### config.mk
export PLATFORM = sky130hd
export DESIGN_NAME = pipe_stage_elastic
export DESIGN_NICKNAME = d
export VERILOG_FILES = /design/src/rtl/pipe_stage_elastic_pkg.sv /design/src/rtl/pipe_stage_elastic_entry_reg.sv /design/src/rtl/pipe_stage_elastic.sv
export SDC_FILE = /design/constraint.sdc
export NUM_CORES = 1
export LEC_CHECK = 0
export CORE_AREA = 2 2 106 108
export DETAILED_ROUTE_END_ITERATION = 10
export DIE_AREA = 0 0 108 110
export PLACE_DENSITY_LB_ADDON = 0.25
export SLEW_MARGIN = 20
export SYNTH_ARGS = -nofsm -noshare
export SYNTH_HDL_FRONTEND = slang
export SYNTH_SLANG_ARGS = --single-unit
export TNS_END_PERCENT = 10
### constraint.sdc
create_clock -name clk -period 3.6 [get_ports clk]
set_input_delay 0.72 -clock clk [delete_from_list [all_inputs] [get_ports clk]]
set_output_delay 0.72 -clock clk [all_outputs]
set_load 0.01 [all_outputs]
### src/rtl/pipe_stage_elastic_pkg.sv
// Shared definitions for the elastic pipeline stage.
//   SKID_DEPTH   number of entries held when the skid buffer is enabled
//   count_t      occupancy count (0..SKID_DEPTH)
//   count_next   occupancy after one cycle of accept/transfer
package pipe_stage_elastic_pkg;

  localparam int SKID_DEPTH = 2;

  typedef logic [1:0] count_t;

  function automatic count_t count_next(count_t cnt, logic inc, logic dec);
    return cnt + count_t'(inc) - count_t'(dec);
  endfunction

endpackage

### src/rtl/pipe_stage_elastic_entry_reg.sv
// One entry of the elastic stage: valid, late_ok, ctrl, data and late field.
//   clk, rst      clock, asynchronous active-low reset
//   clr           synchronous kill: valid/late_ok/ctrl cleared, payload held
//   ld            capture a new entry (wins over pop on the same slot)
//   pop           entry leaves the stage
//   ld_late       deferred late-field fill, sets late_ok
//   in_*          new entry fields
//   late_data     deferred late field
//   valid, late_ok, ctrl, data, late   stored entry
module pipe_stage_elastic_entry_reg #(
  parameter int DATA_W = 16,
  parameter int CTRL_W = 8,
  parameter int LATE_W = 16
) (
  input  logic              clk,
  input  logic              rst,
  input  logic              clr,
  input  logic              ld,
  input  logic              pop,
  input  logic              ld_late,
  input  logic [CTRL_W-1:0] in_ctrl,
  input  logic [DATA_W-1:0] in_data,
  input  logic [LATE_W-1:0] in_late,
  input  logic              in_late_ok,
  input  logic [LATE_W-1:0] late_data,
  output logic              valid,
  output logic              late_ok,
  output logic [CTRL_W-1:0] ctrl,
  output logic [DATA_W-1:0] data,
  output logic [LATE_W-1:0] late
);

  always_ff @(posedge clk or negedge rst) begin
    if (!rst) begin
      valid   <= 1'b0;
      late_ok <= 1'b0;
      ctrl    <= '0;
      data    <= '0;
      late    <= '0;
    end else if (clr) begin
      valid   <= 1'b0;
      late_ok <= 1'b0;
      ctrl    <= '0;
    end else begin
      if (ld) begin
        valid   <= 1'b1;
        late_ok <= in_late_ok;
        ctrl    <= in_ctrl;
        data    <= in_data;
        late    <= in_late;
      end else if (pop) begin
        // ctrl is zeroed so a stale control vector never survives a bubble
        valid   <= 1'b0;
        late_ok <= 1'b0;
        ctrl    <= '0;
      end
      if (ld_late) begin
        late    <= late_data;
        late_ok <= 1'b1;
      end
    end
  end

endmodule

### src/rtl/pipe_stage_elastic.sv
// Elastic pipeline stage with valid/ready handshake, optional 2-entry skid
// buffer, synchronous flush and a late field filled after capture.
//   clk, rst                  clock, asynchronous active-low reset
//   flush                     kill all held entries (bubble insert)
//   in_valid/in_ready         upstream handshake
//   in_ctrl/in_data           control vector and early payload
//   in_late_vld/in_late       late field delivered with the entry
//   late_vld/late_data        deferred late field for the pending entry
//   out_valid/out_ready       downstream handshake (head valid and complete)
//   out_ctrl/out_data/out_late head entry, ctrl zero when !out_valid
//   err_late                  sticky: late_vld seen with nothing pending
module pipe_stage_elastic
  import pipe_stage_elastic_pkg::*;
#(
  parameter int DATA_W  = 16,
  parameter int CTRL_W  = 8,
  parameter int LATE_W  = 16,
  parameter int SKID_EN = 1
) (
  input  logic              clk,
  input  logic              rst,
  input  logic              flush,
  input  logic              in_valid,
  output logic              in_ready,
  input  logic [CTRL_W-1:0] in_ctrl,
  input  logic [DATA_W-1:0] in_data,
  input  logic              in_late_vld,
  input  logic [LATE_W-1:0] in_late,
  input  logic              late_vld,
  input  logic [LATE_W-1:0] late_data,
  output logic              out_valid,
  input  logic              out_ready,
  output logic [CTRL_W-1:0] out_ctrl,
  output logic [DATA_W-1:0] out_data,
  output logic [LATE_W-1:0] out_late,
  output logic              err_late
);

  localparam int DEPTH = (SKID_EN != 0) ? SKID_DEPTH : 1;

  logic [1:0]        v, lok, ld, pop, ld_late;
  logic [CTRL_W-1:0] e_ctrl [2];
  logic [DATA_W-1:0] e_data [2];
  logic [LATE_W-1:0] e_late [2];

  logic   hd, tl, pend, pend_ptr, rdy_q, err_q;
  logic   acc, xfer, head_v, head_ok;
  logic   pend_nxt, ptr_nxt, rdy_d, err_set;
  count_t cnt, cnt_nxt;

  for (genvar g = 0; g < 2; g++) begin : g_slot
    if (g < DEPTH) begin : g_used
      pipe_stage_elastic_entry_reg #(
        .DATA_W(DATA_W), .CTRL_W(CTRL_W), .LATE_W(LATE_W)
      ) u_entry (
        .clk       (clk),
        .rst       (rst),
        .clr       (flush),
        .ld        (ld[g]),
        .pop       (pop[g]),
        .ld_late   (ld_late[g]),
        .in_ctrl   (in_ctrl),
        .in_data   (in_data),
        .in_late   (in_late),
        .in_late_ok(in_late_vld),
        .late_data (late_data),
        .valid     (v[g]),
        .late_ok   (lok[g]),
        .ctrl      (e_ctrl[g]),
        .data      (e_data[g]),
        .late      (e_late[g])
      );
    end else begin : g_unused
      assign v[g]      = 1'b0;
      assign lok[g]    = 1'b0;
      assign e_ctrl[g] = '0;
      assign e_data[g] = '0;
      assign e_late[g] = '0;
    end
  end

  always_comb begin
    head_v    = v[hd];
    head_ok   = lok[hd];
    out_valid = head_v & head_ok & ~flush;
    xfer      = out_valid & out_ready;
    // with the skid buffer in_ready comes straight from a flop
    in_ready  = (SKID_EN != 0) ? rdy_q : (~head_v | xfer);
    acc       = in_valid & in_ready & ~flush;
    // new entries go behind the head when one is held (single slot: same slot)
    tl        = ((SKID_EN != 0) && head_v) ? ~hd : hd;
    cnt       = {1'b0, v[0]} + {1'b0, v[1]};

    ld          = '0;
    ld[tl]      = acc;
    pop         = '0;
    pop[hd]     = xfer;
    ld_late     = '0;
    ld_late[pend_ptr] = late_vld & pend & ~flush;

    out_ctrl = out_valid ? e_ctrl[hd] : '0;
    out_data = e_data[hd];
    out_late = e_late[hd];

    err_set  = late_vld & ~pend & ~flush;
    ptr_nxt  = pend_ptr;
    pend_nxt = pend;
    if (flush) begin
      pend_nxt = 1'b0;
    end else if (late_vld && pend) begin
      pend_nxt = 1'b0;
    end else if (acc && !in_late_vld) begin
      pend_nxt = 1'b1;
      ptr_nxt  = tl;
    end

    cnt_nxt = flush ? count_t'(0) : count_next(cnt, acc, xfer);
    rdy_d   = (cnt_nxt != count_t'(SKID_DEPTH)) & ~pend_nxt;
  end

  always_ff @(posedge clk or negedge rst) begin
    if (!rst) begin
      hd       <= 1'b0;
      pend     <= 1'b0;
      pend_ptr <= 1'b0;
      rdy_q    <= 1'b1;
      err_q    <= 1'b0;
    end else begin
      pend     <= pend_nxt;
      pend_ptr <= ptr_nxt;
      rdy_q    <= rdy_d;
      err_q    <= err_q | err_set;
      if (flush) begin
        hd <= 1'b0;
      end else if (xfer && (SKID_EN != 0)) begin
        hd <= ~hd;
      end
    end
  end

  assign err_late = err_q;

endmodule

## Word-level counts from Yosys, hierarchy flattened

Cells that the tools add are included.

| storage, ports and cells | value |
|---|---|
| register bits after elaboration | 89 |
| input port bits | 63 |

| cells by class | value |
|---|---|
| bitwise operators | 20 |
| muxes and demuxes | 49 |
| reductions and logical operators | 18 |
| add/subtract/negate cells | 3 |
| magnitude comparators | 7 |
| equal/unequal tests | 1 |

Operators by type and width:

| kind | number |
|---|---|
| two-way mux 16 bit | 10 |
| two-way mux 8 bit | 10 |
| two-way mux 1 bit | 25 |
| AND 1 bit | 10 |
| AND reduction 2 bit | 4 |
| nonzero test 4 bit | 2 |
| AND 2 bit | 3 |
| less-than comparator 1 x 2 -> 1 bit, second input constant | 3 |
| nonzero test 2 bit | 3 |
| nonzero test 3 bit | 2 |
| logical AND 1 bit | 5 |
| inverter 1 bit | 5 |
| demux 1 bit (select 1 bit) | 3 |
| greater-or-equal comparator 1 bit, second input constant | 3 |
| AND reduction 3 bit | 1 |
| adder 1 x 1 -> 2 bit | 1 |
| adder 2 x 1 -> 2 bit | 1 |
| greater-or-equal comparator 2 bit, second input constant | 1 |
| two-way mux 2 bit | 1 |
| != test 2 bit, second input constant | 1 |
| inverter 1 -> 2 bit | 1 |
| subtractor 2 x 1 -> 2 bit | 1 |
| logical NOT 1 bit | 1 |
| OR 1 bit | 1 |

## Longest topological paths before layout

Gate-level depths: netlist of the first run.

| logic depth | value |
|---|---|
| word-level depth | 11 |
| gate-level depth with buffers | 8 |
| depth with buffers taken out | 7 |

## Hierarchy

From an unflattened synthesis of the first run, not the netlist that was laid out.

| second synthesis, totals | value |
|---|---|
| cells, all modules | 416 |
| area total of the unflattened synthesis | 4,969.8 µm² |

Modules (own cells, without submodules):

| module | cells an instance | area an instance (µm²) | instances |
|---|---|---|---|
| pipe_stage_elastic_entry_reg | 161 | 2,030.7 | 2 |
| pipe_stage_elastic | 94 | 908.4 | 1 |

## Worst setup path after synthesis of the first run

OpenSTA, ideal clock, no wires.

| timing | value |
|---|---|
| path kind | input port to flip-flop |
| from | in flush |
| to | reg rdy_q (netlist: in_ready) |
| stages | 8 |
| arrival time | 2.339 ns |
| slack | 1.184 ns |
| setup time | 0.077 ns |
| required time | 3.523 ns |
| buffers on the path | 1 |
| path through | clkbuf_1 > inv_1 > o21ai_1 > nor2_1 > ha_1 > fa_1 > xnor2_1 > a31oi_1 |

| on the way | value |
|---|---|
| word-level cells in the longest chain between the ends | 8 |
| elaborated cells between the ends (all ways) | 14 |
| those cells by class | 2 x add/sub; 1 x eq/ne; 4 x mux; 6 x bitwise; 1 x reduce/logical |

Ends and longest elaborated chain:

| item | line | RTL |
|---|---|---|
| start: declaration | pipe_stage_elastic.sv:22 | `input logic flush,` |
| branches (longest 7 deep; another with adder 2 x 1 -> 2 bit) | -- |  |
| AND 1 bit * | pipe_stage_elastic.sv:118 | `rdy_d = (cnt_nxt != count_t'(SKID_DEPTH)) & ~pend_nxt;` |
| via rdy_d | pipe_stage_elastic.sv:48 | `logic pend_nxt, ptr_nxt, rdy_d, err_set;` |
| end signal: assignment | pipe_stage_elastic.sv:131 | `rdy_q <= rdy_d;` |
| end: declaration | pipe_stage_elastic.sv:46 | `logic hd, tl, pend, pend_ptr, rdy_q, err_q;` |

Mark *: on every way through the listed nets, which the timed path passes.
A chain may end at the register's enable or synchronous reset.

## Worst setup path in the final report of the first run

| timing | value |
|---|---|
| from | in flush |
| to | out out_ctrl[0] |

| on the way | value |
|---|---|
| word-level cells in the longest chain between the ends | 3 |

Ends and longest elaborated chain:

| item | line | RTL |
|---|---|---|
| inverter 1 bit (no line) | -- |  |
| AND 1 bit | pipe_stage_elastic.sv:85 | `out_valid = head_v & head_ok & ~flush;` |
| two-way mux 8 bit | pipe_stage_elastic.sv:101 | `out_ctrl = out_valid ? e_ctrl[hd] : '0;` |
| end: declaration | pipe_stage_elastic.sv:33 | `output logic [CTRL_W-1:0] out_ctrl,` |

No other way between the ends.

==> results.ini, run 1 <==
[timing]
drv_slew=0
max_freq_mhz=300.4
rsz0062_at_grt=no
setup_violations=0
hold_viol_final=0
worst_pin_slew_ns=1.055
post-route-period-util=0.9246
finalCriticalPeriod_ns=3.329
clock_skew_ns=0.01852
slew_headroom=0.2918
finalSetupTns_ns=0

[run_status]
outcome=finished clean

[synth]
ys_ff_latch=89
synth_top_flop_cell=dfrtp_1
ys_types=44
syn_nets=508
synth_seq_area_share=0.4687
async_reset_ff_frac=1.000
yosysWarnings=0
syn_area_um2=4755
synth_edf_count=0
yosys.area.top_type_share=0.4632
netlist_top_cells_area=dfrtp_1 46%, mux2_2 15%, mux2i_1 5.1%, o31ai_1 5.1%, a31oi_1 4.3%
syn_inst=443
synth_area_per_cell_um2=10.73
synth_area_leader_cell=dfrtp_1

[die]
io_pins=106
dieArea_um2=11880
dieHeight_um=110
num_rows=38
die_w_um=108
core_area_um2=10700
start_util=0.4444

[placed_design]
io_buffer_count=105
hpwlAfterDp_um=7943
dp_cells=661
gp_congestion=0.7747

[detailed_routing]
routed-via-count=3836
vias_per_cell=5.666
drt-wirelength-per-cell_um=18.06
drc=0
drtPass1Iterations=4
antenna_left=0
drt_iter0_markers=217
wl_um=12230

[setup_path]
r2r-end=g_slot[0].g_used.u_entry.data[2]$_DFFE_PN0P_
r2r-start=hd$_DFFE_PN0P_
path_cells=clkdlybuf4s50_1 > inv_1 > o21ai_1 > nor2_1 > clkdlybuf4s50_1
endpoint_kind=output pin
max_stage_delay_ns=0.56
critPathArrivalTime_ns=2.61
path_max_fanout=12
crit_path_frequent_cell=clkdlybuf4s50_1
cp.required_ns=2.88
r2r_cells=4
cp.buffers_inverters=3
crit_slowest_cell=clkdlybuf4s50_1
timing_worst_setup_path_type=in2out
path_delay_family=buffers and inverters
rrSetupSlack_ns=1.01
start_kind=input pin

[cts]
cts_tree=done
cts.sinks=89
cts_hold_buf=0
worstSkewPairLatency_ns=0.36
path_clk_slew_ns=0.08
numCtsBuffers=9
htree_num_levels=3
cts-root-buf=clkbuf_8
ctsResizeCount=0
post_cts_buffers=0
clockBufferDepth=2

[global_route]
busiest_layer=met2
grt_util_met3=0.02822
grt_use_met2=0.3657
grt_pass1_vias=3948
antenna_found_initial=0
grtUsageMet1=0.2887
grt_first_pass_wirelength_um=20200
gr-total-overflow=0
grt_max_degree=49
groute.usage.overall=0.2169

[pwr]
vdd_drop_max_mv=0.2394
cellPowerDensity_nw_per_um2=539.4
p_leak_nw=2.548

[cells_and_area]
final_cell_mix=104 x clkdlybuf4s50_1, 87 x dfrtp_1, 63 x mux2_2
final_nets=597
fill_cells=926
final_cells=677
antenna_cells=0
layout_commonest_cell=clkdlybuf4s50_1
syn2layout_area_growth_pct=28.39
final_core_util=0.5706
drive_gt1_frac=0.1881

[min_path]
hp-class=in2async

[run]
drv_cap=0

-- through the flow --
stage | instance area, um^2 | power [mW] | worst slack (ns) | hold slack [ns]
2_1_floorplan | 4755 | 2.058 | 1.184 | 0.4244
3_3_place_gp | 5883 | 2.495 | 0.2791 | 0.4668
3_5_place_dp | 5883 | 2.543 | 0.2122 | 0.4680
4_1_cts | 6105 | 3.320 | 0.2055 | 0.3454
5_1_grt | 6105 | 3.482 | 0.1168 | 0.3723
6_report | 6105 | 3.293 | 0.2714 | 0.3399
-- metal layers --
metal / share of wire / wire [um]
met5: 0 / 0
met4: 0.012 / 148
met3: 0.054 / 664
met2: 0.49 / 5970
met1: 0.45 / 5442
-- report_power, final --
| part | total (mW) | internal (mW) | switching (mW) | leakage (nW) |
|---|---|---|---|---|
| clock | 0.773 | 0.412 | 0.361 | 0.107 |
| sequential | 1.47 | 1.30 | 0.162 | 1.10 |
| combinational | 1.05 | 0.619 | 0.434 | 1.34 |
| total | 3.29 | 2.34 | 0.957 | 2.55 |
-- worst max path at each step --
stage | from | endpoint | slack, ns | depth (start not counted)
after detailed placement | flush | out_ctrl[0] | 0.21 | 5
after CTS | flush | out_ctrl[0] | 0.21 | 5
after global placement | flush | out_ctrl[0] | 0.28 | 5
final | flush | out_ctrl[0] | 0.27 | 5
after global routing | flush | out_ctrl[0] | 0.12 | 5
after floorplan | flush | in_ready$_DFF_PN1_ | 1.18 | 8
-- registers in the layout, indices dropped and copies added, names as in the netlist --
signal / count
err_late: 1
g_slot.g_used.u_entry.ctrl: 16
g_slot.g_used.u_entry.data: 32
g_slot.g_used.u_entry.late: 32
g_slot.g_used.u_entry.late_ok: 2
g_slot.g_used.u_entry.valid: 2
hd: 1
in_ready: 1
pend: 1
pend_ptr: 1
-- layout make-up --
class | count | area, um^2 | share of cell area
repair buffers | 119 | 1154 | 0.1890
well taps | 140 | 175.2 | 0.02869
clock inverters | 4 | 76.32 | 0.01250
clock buffers | 12 | 145.1 | 0.02378
inverters | 17 | 63.81 | 0.01045
multi-input cells | 296 | 2261 | 0.3704
flip-flops and latches | 89 | 2230 | 0.3652
-- kinds of logic (layout without fill, tap and decap cells) --
kind of cell	Yosys count	in the layout	synth area share
fa+ha+maj	2	2	0.006842
simple gates	110	110	0.1313
compound gates	95	95	0.1334
mux	88	88	0.2021
buf+inv	58	152	0.05579
flops	89	89	0.4687
xor+xnor	1	1	0.001842
-- synthesized netlist by cell type (all sizes together), types with 2 or more instances --
cell type	number
nor2b	2
o31ai	32
nand2	11
inv	17
nor2	42
mux2	64
nand4b	2
nand3	25
a21oi	3
and2	2
and3b	2
mux2i	24
clkbuf	21
dfrtp	88
nand4bb	2
buf	20
a21o	3
a31oi	33
o21ai	19
and4b	16
Note: power is estimated with default switching activity, not from simulation.
==> run 2, diff against run 1 <==
--- a/config.mk
+++ b/config.mk
@@ -5,6 +5,7 @@
 export SDC_FILE = /design/constraint.sdc
 export NUM_CORES = 1
 export LEC_CHECK = 0
+export CAP_MARGIN = 25
 export CORE_AREA = 2 2 106 108
 export DETAILED_ROUTE_END_ITERATION = 10
 export DIE_AREA = 0 0 108 110
@@ -13,4 +14,3 @@
 export SYNTH_ARGS = -nofsm -noshare
 export SYNTH_HDL_FRONTEND = slang
 export SYNTH_SLANG_ARGS = --single-unit
-export TNS_END_PERCENT = 10
==> results.ini, run 2 (synthesis results as in run 1) <==
[run_status]
outcome=finished clean

[cts]
htree_num_levels=3
ctsResizeCount=0
numCtsBuffers=9
post_cts_buffers=0
clockBufferDepth=2
path_clk_slew_ns=0.08
cts_hold_buf=0
worstSkewPairLatency_ns=0.36
cts-root-buf=clkbuf_8
cts.sinks=89
cts_tree=done

[run]
drv_cap=0

[placed_design]
dpl_worst_slack_ns=0.2122
dp_cells=661
io_buffer_count=105
hpwlAfterDp_um=7943
gp_congestion=0.7747
place_area_um2=5883

[timing]
hold_viol_final=0
post-route-period-util=0.9229
max_freq_mhz=301.0
setup_violations=0
finalCriticalPeriod_ns=3.323
fin_ws_ns=0.2775
drv_slew=0
slew_headroom=0.4568
worst_pin_slew_ns=0.8094
finalSetupTns_ns=0
rsz0062_at_grt=no
clock_skew_ns=0.01546

[setup_path]
r2r-start=hd$_DFFE_PN0P_
r2r_cells=4
rrSetupSlack_ns=1.01
r2r-end=g_slot[0].g_used.u_entry.data[2]$_DFFE_PN0P_
timing_worst_setup_path_type=in2out
critPathArrivalTime_ns=2.60
crit_slowest_cell=clkdlybuf4s50_1
cp.required_ns=2.88
path_max_fanout=12
path_cells=clkdlybuf4s50_1 > inv_1 > o21ai_1 > nor2_1 > clkdlybuf4s50_1
critPathCapture=out_ctrl[0]
max_stage_delay_ns=0.56
start_kind=input pin
crit_start=flush
crit_path_frequent_cell=clkdlybuf4s50_1
endpoint_kind=output pin

[pwr]
cellPowerDensity_nw_per_um2=538.2
p_leak_nw=2.557
vdd_drop_max_mv=0.2394

[detailed_routing]
drtPass1Iterations=5
routed-via-count=3848
drt_iter0_markers=232
drc=0
antenna_left=0
vias_per_cell=5.667
drt-wirelength-per-cell_um=18.00
wl_um=12220

[cells_and_area]
layout_commonest_cell=clkdlybuf4s50_1
syn2layout_area_growth_pct=28.71
fill_cells=927
final_nets=599
final_cells=679
drive_gt1_frac=0.1911
final_cell_mix=104 x clkdlybuf4s50_1, 87 x dfrtp_1, 63 x mux2_2
final_area_um2=6120
antenna_cells=0
top_regs=g_slot.g_used.u_entry.data x32, g_slot.g_used.u_entry.late x32, g_slot.g_used.u_entry.ctrl x16

[global_route]
busiest_layer=met2
grt_pass1_vias=3948
grt_first_pass_wirelength_um=20200
gr-total-overflow=0
groute.usage.overall=0.2169
grtUsageMet1=0.2887
grt_util_met3=0.02822
grt_use_met2=0.3657
grt_max_degree=49
antenna_found_initial=0

[die]
dieHeight_um=110
start_util=0.4444
dieArea_um2=11880
die_w_um=108
core_area_um2=10700
io_pins=106
num_rows=38

[min_path]
hp-class=in2async

-- run 2: changes by cell type in the layout (fill, tap and decap cells not counted) --
cell	change
buf_4	+2
-- run 2: final cells by class --
| cell class | count | area (um^2) | share of cell area |
|---|---|---|---|
| Clock inverter | 4 | 76.32 | 0.01247 |
| Clock buffer | 12 | 145.1 | 0.02372 |
| Tap cell | 140 | 175.2 | 0.02862 |
| Inverter | 17 | 63.81 | 0.01043 |
| Timing Repair Buffer | 121 | 1169 | 0.1910 |
| Sequential cell | 89 | 2230 | 0.3643 |
| Multi-Input combinational cell | 296 | 2261 | 0.3695 |
-- run 2: worst min-delay path by stage --
| stage | start | to | slack [ns] | depth (start not counted) |
|---|---|---|---|---|
| 6_report | rst | g_slot[1].g_used.u_entry.data[9]$_DFFE_PN0P_ | 0.34 | 1 |
| 5_1_grt | rst | g_slot[1].g_used.u_entry.data[9]$_DFFE_PN0P_ | 0.37 | 1 |
| 4_1_cts | rst | g_slot[1].g_used.u_entry.data[9]$_DFFE_PN0P_ | 0.35 | 1 |
| 3_5_place_dp | err_late$_DFF_PN0_ | err_late$_DFF_PN0_ | 0.47 | 1 |
| 3_3_place_gp | g_slot[0].g_used.u_entry.data[15]$_DFFE_PN0P_ | g_slot[0].g_used.u_entry.data[15]$_DFFE_PN0P_ | 0.47 | 1 |
| 2_1_floorplan | rst | err_late$_DFF_PN0_ | 0.42 | 0 |
-- run 2: power breakdown --
part           switching [mW]  internal (mW)
sequential              0.163           1.30
clock                   0.361          0.412
combinational           0.433          0.620
-- run 2: metrics by stage --
| stage | power (mW) | hold slack (ns) | util |
|---|---|---|---|
| after floorplan | 2.058 | 0.4244 | - |
| after global placement | 2.495 | 0.4668 | 0.5499 |
| after detailed placement | 2.543 | 0.4680 | 0.5499 |
| after CTS | 3.320 | 0.3454 | 0.5706 |
| after global routing | 3.484 | 0.3723 | 0.5720 |
| final | 3.294 | 0.3384 | 0.5720 |
-- run 2: critical path: cells and delay by family --
family | cells | cell delay, ns
buffers and inverters | 3 | 1.28
AOI/OAI and AO/OA | 1 | 0.39
and+or+nand+nor | 1 | 0.22
-- run 2: metal layers --
layer / part of all wire / wire length, um
met2: 0.49 / 6002
met5: 0 / 0
met1: 0.44 / 5361
met3: 0.058 / 714
met4: 0.012 / 144
